--- src/rtl/if_fetch_stage.sv ---
// Instruction-fetch stage: owns the PC, runs the imem req/ack handshake, handles branch redirects and freezes.
// Optional performance counters (fetch_count, wait_count) are built when IF_PERF_CNT_EN is defined.
module if_fetch_stage #(
    parameter logic [31:0] RESET_PC = 32'h0000_0000
) (
    input  logic        clk,
    input  logic        rst,
    input  logic        freeze,
    input  logic        branch_taken,
    input  logic [31:0] branch_addr,
    output logic        imem_req,
    output logic [31:0] imem_addr,
    input  logic        imem_ack,
    input  logic [31:0] imem_rdata,
    output logic [31:0] PC,
    output logic [31:0] instruction,
    output logic        if_valid
`ifdef IF_PERF_CNT_EN
    ,
    output logic [31:0] fetch_count,
    output logic [31:0] wait_count
`endif
);

    typedef enum logic [1:0] {
        ST_REQ,
        ST_HOLD,
        ST_DRAIN
    } state_t;

    state_t      state_q, state_d;
    logic [31:0] pc_q, pc_d;
    logic [31:0] drain_addr_q, drain_addr_d;
    logic [31:0] hold_instr_q, hold_instr_d;
    logic [31:0] hold_pc_q, hold_pc_d;
    logic [31:0] pc_plus4;

    assign pc_plus4 = pc_q + 32'd4;

    always_comb begin
        state_d      = state_q;
        pc_d         = pc_q;
        drain_addr_d = drain_addr_q;
        hold_instr_d = hold_instr_q;
        hold_pc_d    = hold_pc_q;
        imem_req     = 1'b0;
        imem_addr    = pc_q;
        PC           = 32'd0;
        instruction  = 32'd0;
        if_valid     = 1'b0;

        case (state_q)
            ST_REQ: begin
                imem_req = 1'b1;
                if (branch_taken) begin
                    pc_d = branch_addr;
                    // The outstanding request cannot be withdrawn, so remember it and drain its ack.
                    if (!imem_ack) begin
                        drain_addr_d = pc_q;
                        state_d      = ST_DRAIN;
                    end
                end else if (imem_ack) begin
                    if_valid    = 1'b1;
                    PC          = pc_plus4;
                    instruction = imem_rdata;
                    if (freeze) begin
                        hold_instr_d = imem_rdata;
                        hold_pc_d    = pc_plus4;
                        state_d      = ST_HOLD;
                    end else begin
                        pc_d = pc_plus4;
                    end
                end
            end
            ST_HOLD: begin
                if (branch_taken) begin
                    pc_d    = branch_addr;
                    state_d = ST_REQ;
                end else begin
                    if_valid    = 1'b1;
                    PC          = hold_pc_q;
                    instruction = hold_instr_q;
                    if (!freeze) begin
                        pc_d    = hold_pc_q;
                        state_d = ST_REQ;
                    end
                end
            end
            ST_DRAIN: begin
                imem_req  = 1'b1;
                imem_addr = drain_addr_q;
                if (branch_taken) begin
                    pc_d = branch_addr;
                end
                if (imem_ack) begin
                    state_d = ST_REQ;
                end
            end
            default: begin
                state_d = ST_REQ;
            end
        endcase

        if (rst) begin
            imem_req    = 1'b0;
            PC          = 32'd0;
            instruction = 32'd0;
            if_valid    = 1'b0;
        end
    end

    always_ff @(posedge clk) begin
        if (rst) begin
            state_q      <= ST_REQ;
            pc_q         <= RESET_PC;
            drain_addr_q <= 32'd0;
            hold_instr_q <= 32'd0;
            hold_pc_q    <= 32'd0;
        end else begin
            state_q      <= state_d;
            pc_q         <= pc_d;
            drain_addr_q <= drain_addr_d;
            hold_instr_q <= hold_instr_d;
            hold_pc_q    <= hold_pc_d;
        end
    end

`ifdef IF_PERF_CNT_EN
    logic [31:0] fetch_count_q, fetch_count_d;
    logic [31:0] wait_count_q, wait_count_d;

    always_comb begin
        fetch_count_d = fetch_count_q + {31'd0, (if_valid && !freeze)};
        wait_count_d  = wait_count_q + {31'd0, (imem_req && !imem_ack)};
    end

    always_ff @(posedge clk) begin
        if (rst) begin
            fetch_count_q <= 32'd0;
            wait_count_q  <= 32'd0;
        end else begin
            fetch_count_q <= fetch_count_d;
            wait_count_q  <= wait_count_d;
        end
    end

    assign fetch_count = fetch_count_q;
    assign wait_count  = wait_count_q;
`endif

endmodule

--- config.mk ---
export PLATFORM = sky130hd
export DESIGN_NAME = if_fetch_stage
export DESIGN_NICKNAME = d
export VERILOG_FILES = /design/src/rtl/if_fetch_stage.sv
export SDC_FILE = /design/constraint.sdc
export NUM_CORES = 1
export LEC_CHECK = 0
export ABC_CLOCK_PERIOD_IN_PS = 2300
export CAP_MARGIN = 20
export CORE_ASPECT_RATIO = 1.2
export CORE_MARGIN = 10
export CORE_UTILIZATION = 45
export DETAILED_ROUTE_END_ITERATION = 10
export PLACE_DENSITY = 0.75
export SLEW_MARGIN = 20
export SYNTH_ARGS = -nofsm -noshare
export SYNTH_HDL_FRONTEND = slang
export SYNTH_SLANG_ARGS = --single-unit
--- constraint.sdc ---
create_clock -name clk -period 2.3 [get_ports clk]
set_input_delay 0.46 -clock clk [delete_from_list [all_inputs] [get_ports clk]]
set_output_delay 0.46 -clock clk [all_outputs]
set_load 0.01 [all_outputs]
After elaboration in Yosys (flattened, before gate mapping)
Index checks and enable logic that the tools add are counted.
Cells by class
  add/sub/neg operators: 1
  equal/unequal tests: 9
  mux-type cells: 33
  bitwise gates (word level): 2
  reductions and logical operators: 7
Operators by type and width (number)
  32-bit two-way mux: 15
  32-bit case mux with 2 select lines: 2
  32-bit case mux with 3 select lines: 1
  32-bit by 3-bit adder with 32-bit output, second input constant: 1
  3-bit inequality test, second input constant: 5
  2-bit two-way mux: 7
  5-bit AND reduction: 2
  1-bit two-way mux: 6
  2-bit case mux with 3 select lines: 1
  2-bit inequality test, second input constant: 2
  4-bit AND reduction: 1
  3-bit AND reduction: 1
  3-bit nonzero test: 1
  2-bit by 1-bit == test with 1-bit output, second input constant: 1
  2-bit == test, second input constant: 1
  2-bit logical NOT: 1
  1-bit inverter: 2
  1-bit case mux with 2 select lines: 1
  2-bit OR reduction: 1
Word-level totals
  bits in registers: 130
  input port bits: 69

Depth between registers and ports, before layout
  depth after elaboration: 5
  depth in mapped cells: 10
  mapped depth without buffers: 7

Worst setup path before layout
Ideal clock, no wire load.
  kind: register to output
  start: reg pc_q[3]
  end: out PC[28]
  data arrival time: 1987 ps
  slack: -147 ps
  stages on the path, launching flop included: 8
  buffers on the path: 1
  cell sequence: dfxtp_1 > ha_1 > nand3_1 > clkbuf_1 > nor4_1 > nand3_1 > xor2_1 > o21ai_0
Between the ends
  longest elaborated chain between the ends: 5
Ends and longest elaborated chain
  start, declared: RTL line 32  | logic [31:0] pc_q, pc_d;
  start signal, assigned: RTL line 121  | pc_q <= pc_d;
  32-bit by 3-bit adder with 32-bit output: RTL line 38  | assign pc_plus4 = pc_q + 32'd4;
  32-bit two-way mux: RTL line 62  | end else if (imem_ack) begin
  32-bit two-way mux: RTL line 55  | if (branch_taken) begin
  32-bit case mux with 2 select lines: RTL line 52  | case (state_q)
  32-bit two-way mux: RTL line 104  | if (rst) begin
  end, declared: RTL line 15  | output logic [31:0] PC,
No other way between the ends.

Worst setup path after layout
  start: reg pc_q[6]
  end: out PC[20]
Same word-level chain as after synthesis.

==> impl_results.md <==
* Result of the run: complete, but fails checks
* Violations in the final reports: negative setup slack
* Req. time, crit path at 1840 ps
* Fraction of post-synthesis cell area in the top cell type by area at 0.350
* Number of buffers inserted during clock tree synthesis at 17
* Post-route design area at 12700 sq um
* Final-report max-slew violation count at 0
* Fin crit share at 1.25
* Dpl hpwl at 19300 microns
* Number of hold violations in the final report at 0
* First-pass GRT wire length at ~48000 microns
* Final period demand of the worst path at between 2000 and 3000 ps
* Antenna cell count at 0
* Endpoint arrival time on the critical path at approximately 2400 ps
* Share of layout cells above drive strength 1 at 0.416
* Final standard cell utilization of the core at 0.781
* Number of buffers inserted by hold repair at cts at 0
* Maximum level of the CTS H-tree at 4
* Number of buffer cells added on primary ports at 166
* Peak supply drop at 0.528 mV
* Achievable Freq at about 350 MHz
* Wire length per cell after detailed routing at between 20 and 25 microns
* Drt total wl at ~35000 microns
* Number of standard cells after synthesis at 1007
* Area of placed instances at 10300 sq um
* Number of antenna violations at the first check in global routing at 0
* Post-layout net count at about 1400
* Vias in the first global route at between 9000 and 10000
* TritonCTS clock tree: done
* Actual slew at the worst max-slew pin at about 800 ps
* Max-Cap Viols at 0
* Crit path max fanout at 7
* Power per unit of standard cell area at roughly 700 nW/um^2
* Portion of the post-synthesis area used by sequential elements at 0.350
* Vias at 9525
* DR DRC count at 0
* Post-route ant nets at 0
* Layout-stage area growth over the synthesis result at 70.4%
* Critical Setup Path Class: reg2out
* Total nets after synthesis at ~1100
* Synth top cells by count: sky130_fd_sc_hd__nand2_1, sky130_fd_sc_hd__dfxtp_1, sky130_fd_sc_hd__a21oi_1
* Rel. slew slack at 0.455
* Worst slack on hold paths at 455 ps
* Setup violations, final at around 120
* Standby leakage power at 0.00517 uW
* Die Area at around 22000 sq um
* Worst setup SP type: register
* Post-Synthesis Mean Instance Area at between 7 and 8 sq um
* RSZ-0062 raised after global routing: true
* Type of the tightest min-delay check: reg2reg
* Global-route total usage across every layer at 0.268
* Row count at 51
* Post-Route Skew at around 13 ps
* DRT iter0 DRCs at ~1300
* Effective utilization at floorplan at 0.458
* Height of the die at between 150 and 200 microns
* Fill cell instance count of the final layout at 1003
* Register bit count reported by yosys at 130
* Main flop type after synthesis: sky130_fd_sc_hd__dfxtp_1
* Area contributors post-synth: sky130_fd_sc_hd__dfxtp_1, sky130_fd_sc_hd__nand2_1, sky130_fd_sc_hd__a21oi_1
* Weighted congestion reported at the end of routability-driven placement at around 0.95
* Asr flop ratio synth at 0
* Aggregate negative setup slack at -19180 ps
* Maximum buffer depth of the clock tree at 2
* Number of clock sinks at 130
* Maximum number of pins on one net before global-route repair at 70
* I/O pin cnt at roughly 170
* Vias per inst at 6.13
* Grt ovf at 0
* CTS root buffer: sky130_fd_sc_hd__clkbuf_16
* Leading area contributor after synthesis: sky130_fd_sc_hd__dfxtp_1
* Clock transition at the registers of the reported paths at around 60 ps
* Critical path endpoint category: primary output
* Area of the core region at approximately 16000 sq um
* Number of iterations in the first detailed-routing pass at 6
* Crit path setup slack, layout at -575 ps
* Yosys warnings at 0
* Netlist Area Pre-Place at 7430 sq um
* Worst slack at placement at -487 ps
* EDFF count, synth at 0
* Later-pin clock latency in the skew report at 430 ps
* Leading cell type by number of instances after synthesis: sky130_fd_sc_hd__nand2_1
* Die X at 137 microns
* Count of unique library cells instantiated by Yosys at between 50 and 60
==> cell families (layout without fill, tap and decap cells) <==
logic type / Yosys count / count (layout) / synth area share
muxes: 41 / 41 / 0.0608
buffers and inverters: 111 / 446 / 0.0591
xor gates and xnor gates: 28 / 28 / 0.0330
adders and majority gates: 5 / 5 / 0.00842
and+or+nand+nor: 407 / 407 / 0.243
DFF: 130 / 130 / 0.350
AOI/OAI and AO/OA: 285 / 285 / 0.245
==> through the flow <==
step | power, uW | instances
detailed placement | 5020 | 1435
CTS | 8170 | 1523
global route | 8970 | 1554
global placement | 4990 | 1435
floorplan | 3820 | 1007
finish | 8700 | 1554
==> repair_timing <==
action	4_1_cts	5_1_grt
setup endpoints to repair	104	118
setup buffers	54	39
gates resized for setup	605	126
pin swaps	56	82
cloned	4	9
==> critical path, stage by stage, from the launching register on <==
cell and delay [ps]:
sky130_fd_sc_hd__dfxtp_2 370, sky130_fd_sc_hd__nand4_4 200, sky130_fd_sc_hd__buf_4 200, sky130_fd_sc_hd__buf_6 100, sky130_fd_sc_hd__buf_6 110, sky130_fd_sc_hd__nor4_4 140
sky130_fd_sc_hd__buf_6 180, sky130_fd_sc_hd__nand4_1 160, sky130_fd_sc_hd__xor2_2 210, sky130_fd_sc_hd__o21ai_1 160, sky130_fd_sc_hd__buf_2 160
==> sequential cells by signal, summed over array words and instances, names as in the netlist <==
| register | cells |
|---|---|
| drain_addr_q | 32 |
| hold_instr_q | 32 |
| hold_pc_q | 32 |
| state_q | 2 |
| pc_q | 32 |
==> path summary, 6_finish.rpt <==
| kind | from | end | slack [ps] | cells past startpoint |
|---|---|---|---|---|
| setup / recovery | pc_q[6] | PC[20] | -580 | 10 |
| hold / removal | drain_addr_q[3] | drain_addr_q[3] | 450 | 2 |
| setup reg to reg | state_q[0] | pc_q[24] | -290 | 11 |
| hold reg to reg | drain_addr_q[3] | drain_addr_q[3] | 450 | 2 |
==> per-layer routing <==
metal  up-vias  part of all wire  global-route usage
met5         -                 0                   0
met4         0             0.078               0.155
met3       211              0.10              0.0627
met2       677              0.48               0.452
met1      4461              0.34               0.298
li1       4176                 -                   -
==> area by class of cell <==
class / instances / area (sq um) / share of cell area
inverter: 11 / 46.3 / 0.00366
tap: 212 / 265 / 0.0210
sequential: 130 / 2630 / 0.208
clock inverter: 12 / 158 / 0.0125
clock buffer: 20 / 437 / 0.0345
multi-input combinational: 766 / 5330 / 0.421
timing repair buffer: 403 / 3790 / 0.300
==> report_power, final <==
part	switching [uW]	total (uW)	internal, uW
Clock	1080	2790	1710
Sequential	171	2610	2440
Combinational	1680	3300	1620
Total	2930	8700	5770
==> placed cells by master (no fill, tap or decap), types with 7 or more instances in the layout <==
cell	count
sky130_fd_sc_hd__nand2_1	198
sky130_fd_sc_hd__buf_4	155
sky130_fd_sc_hd__a21oi_1	123
sky130_fd_sc_hd__dfxtp_1	114
sky130_fd_sc_hd__nor2_1	100
sky130_fd_sc_hd__buf_6	75
sky130_fd_sc_hd__clkdlybuf4s50_1	66
sky130_fd_sc_hd__buf_2	65
sky130_fd_sc_hd__a22oi_2	45
sky130_fd_sc_hd__clkbuf_16	23
sky130_fd_sc_hd__mux2_4	22
sky130_fd_sc_hd__buf_12	20
sky130_fd_sc_hd__a211oi_1	18
sky130_fd_sc_hd__o21ai_1	15
sky130_fd_sc_hd__xor2_2	15
sky130_fd_sc_hd__nand3_1	14
sky130_fd_sc_hd__nor3_1	13
sky130_fd_sc_hd__o21ai_0	13
sky130_fd_sc_hd__dfxtp_2	12
sky130_fd_sc_hd__a22oi_1	11
sky130_fd_sc_hd__mux2_2	11
sky130_fd_sc_hd__nor2_2	8
sky130_fd_sc_hd__mux2i_1	8
sky130_fd_sc_hd__nand4_1	8
sky130_fd_sc_hd__inv_1	8
sky130_fd_sc_hd__o221a_2	7
sky130_fd_sc_hd__buf_8	7
No activity file was read; power rests on OpenSTA's default activity.
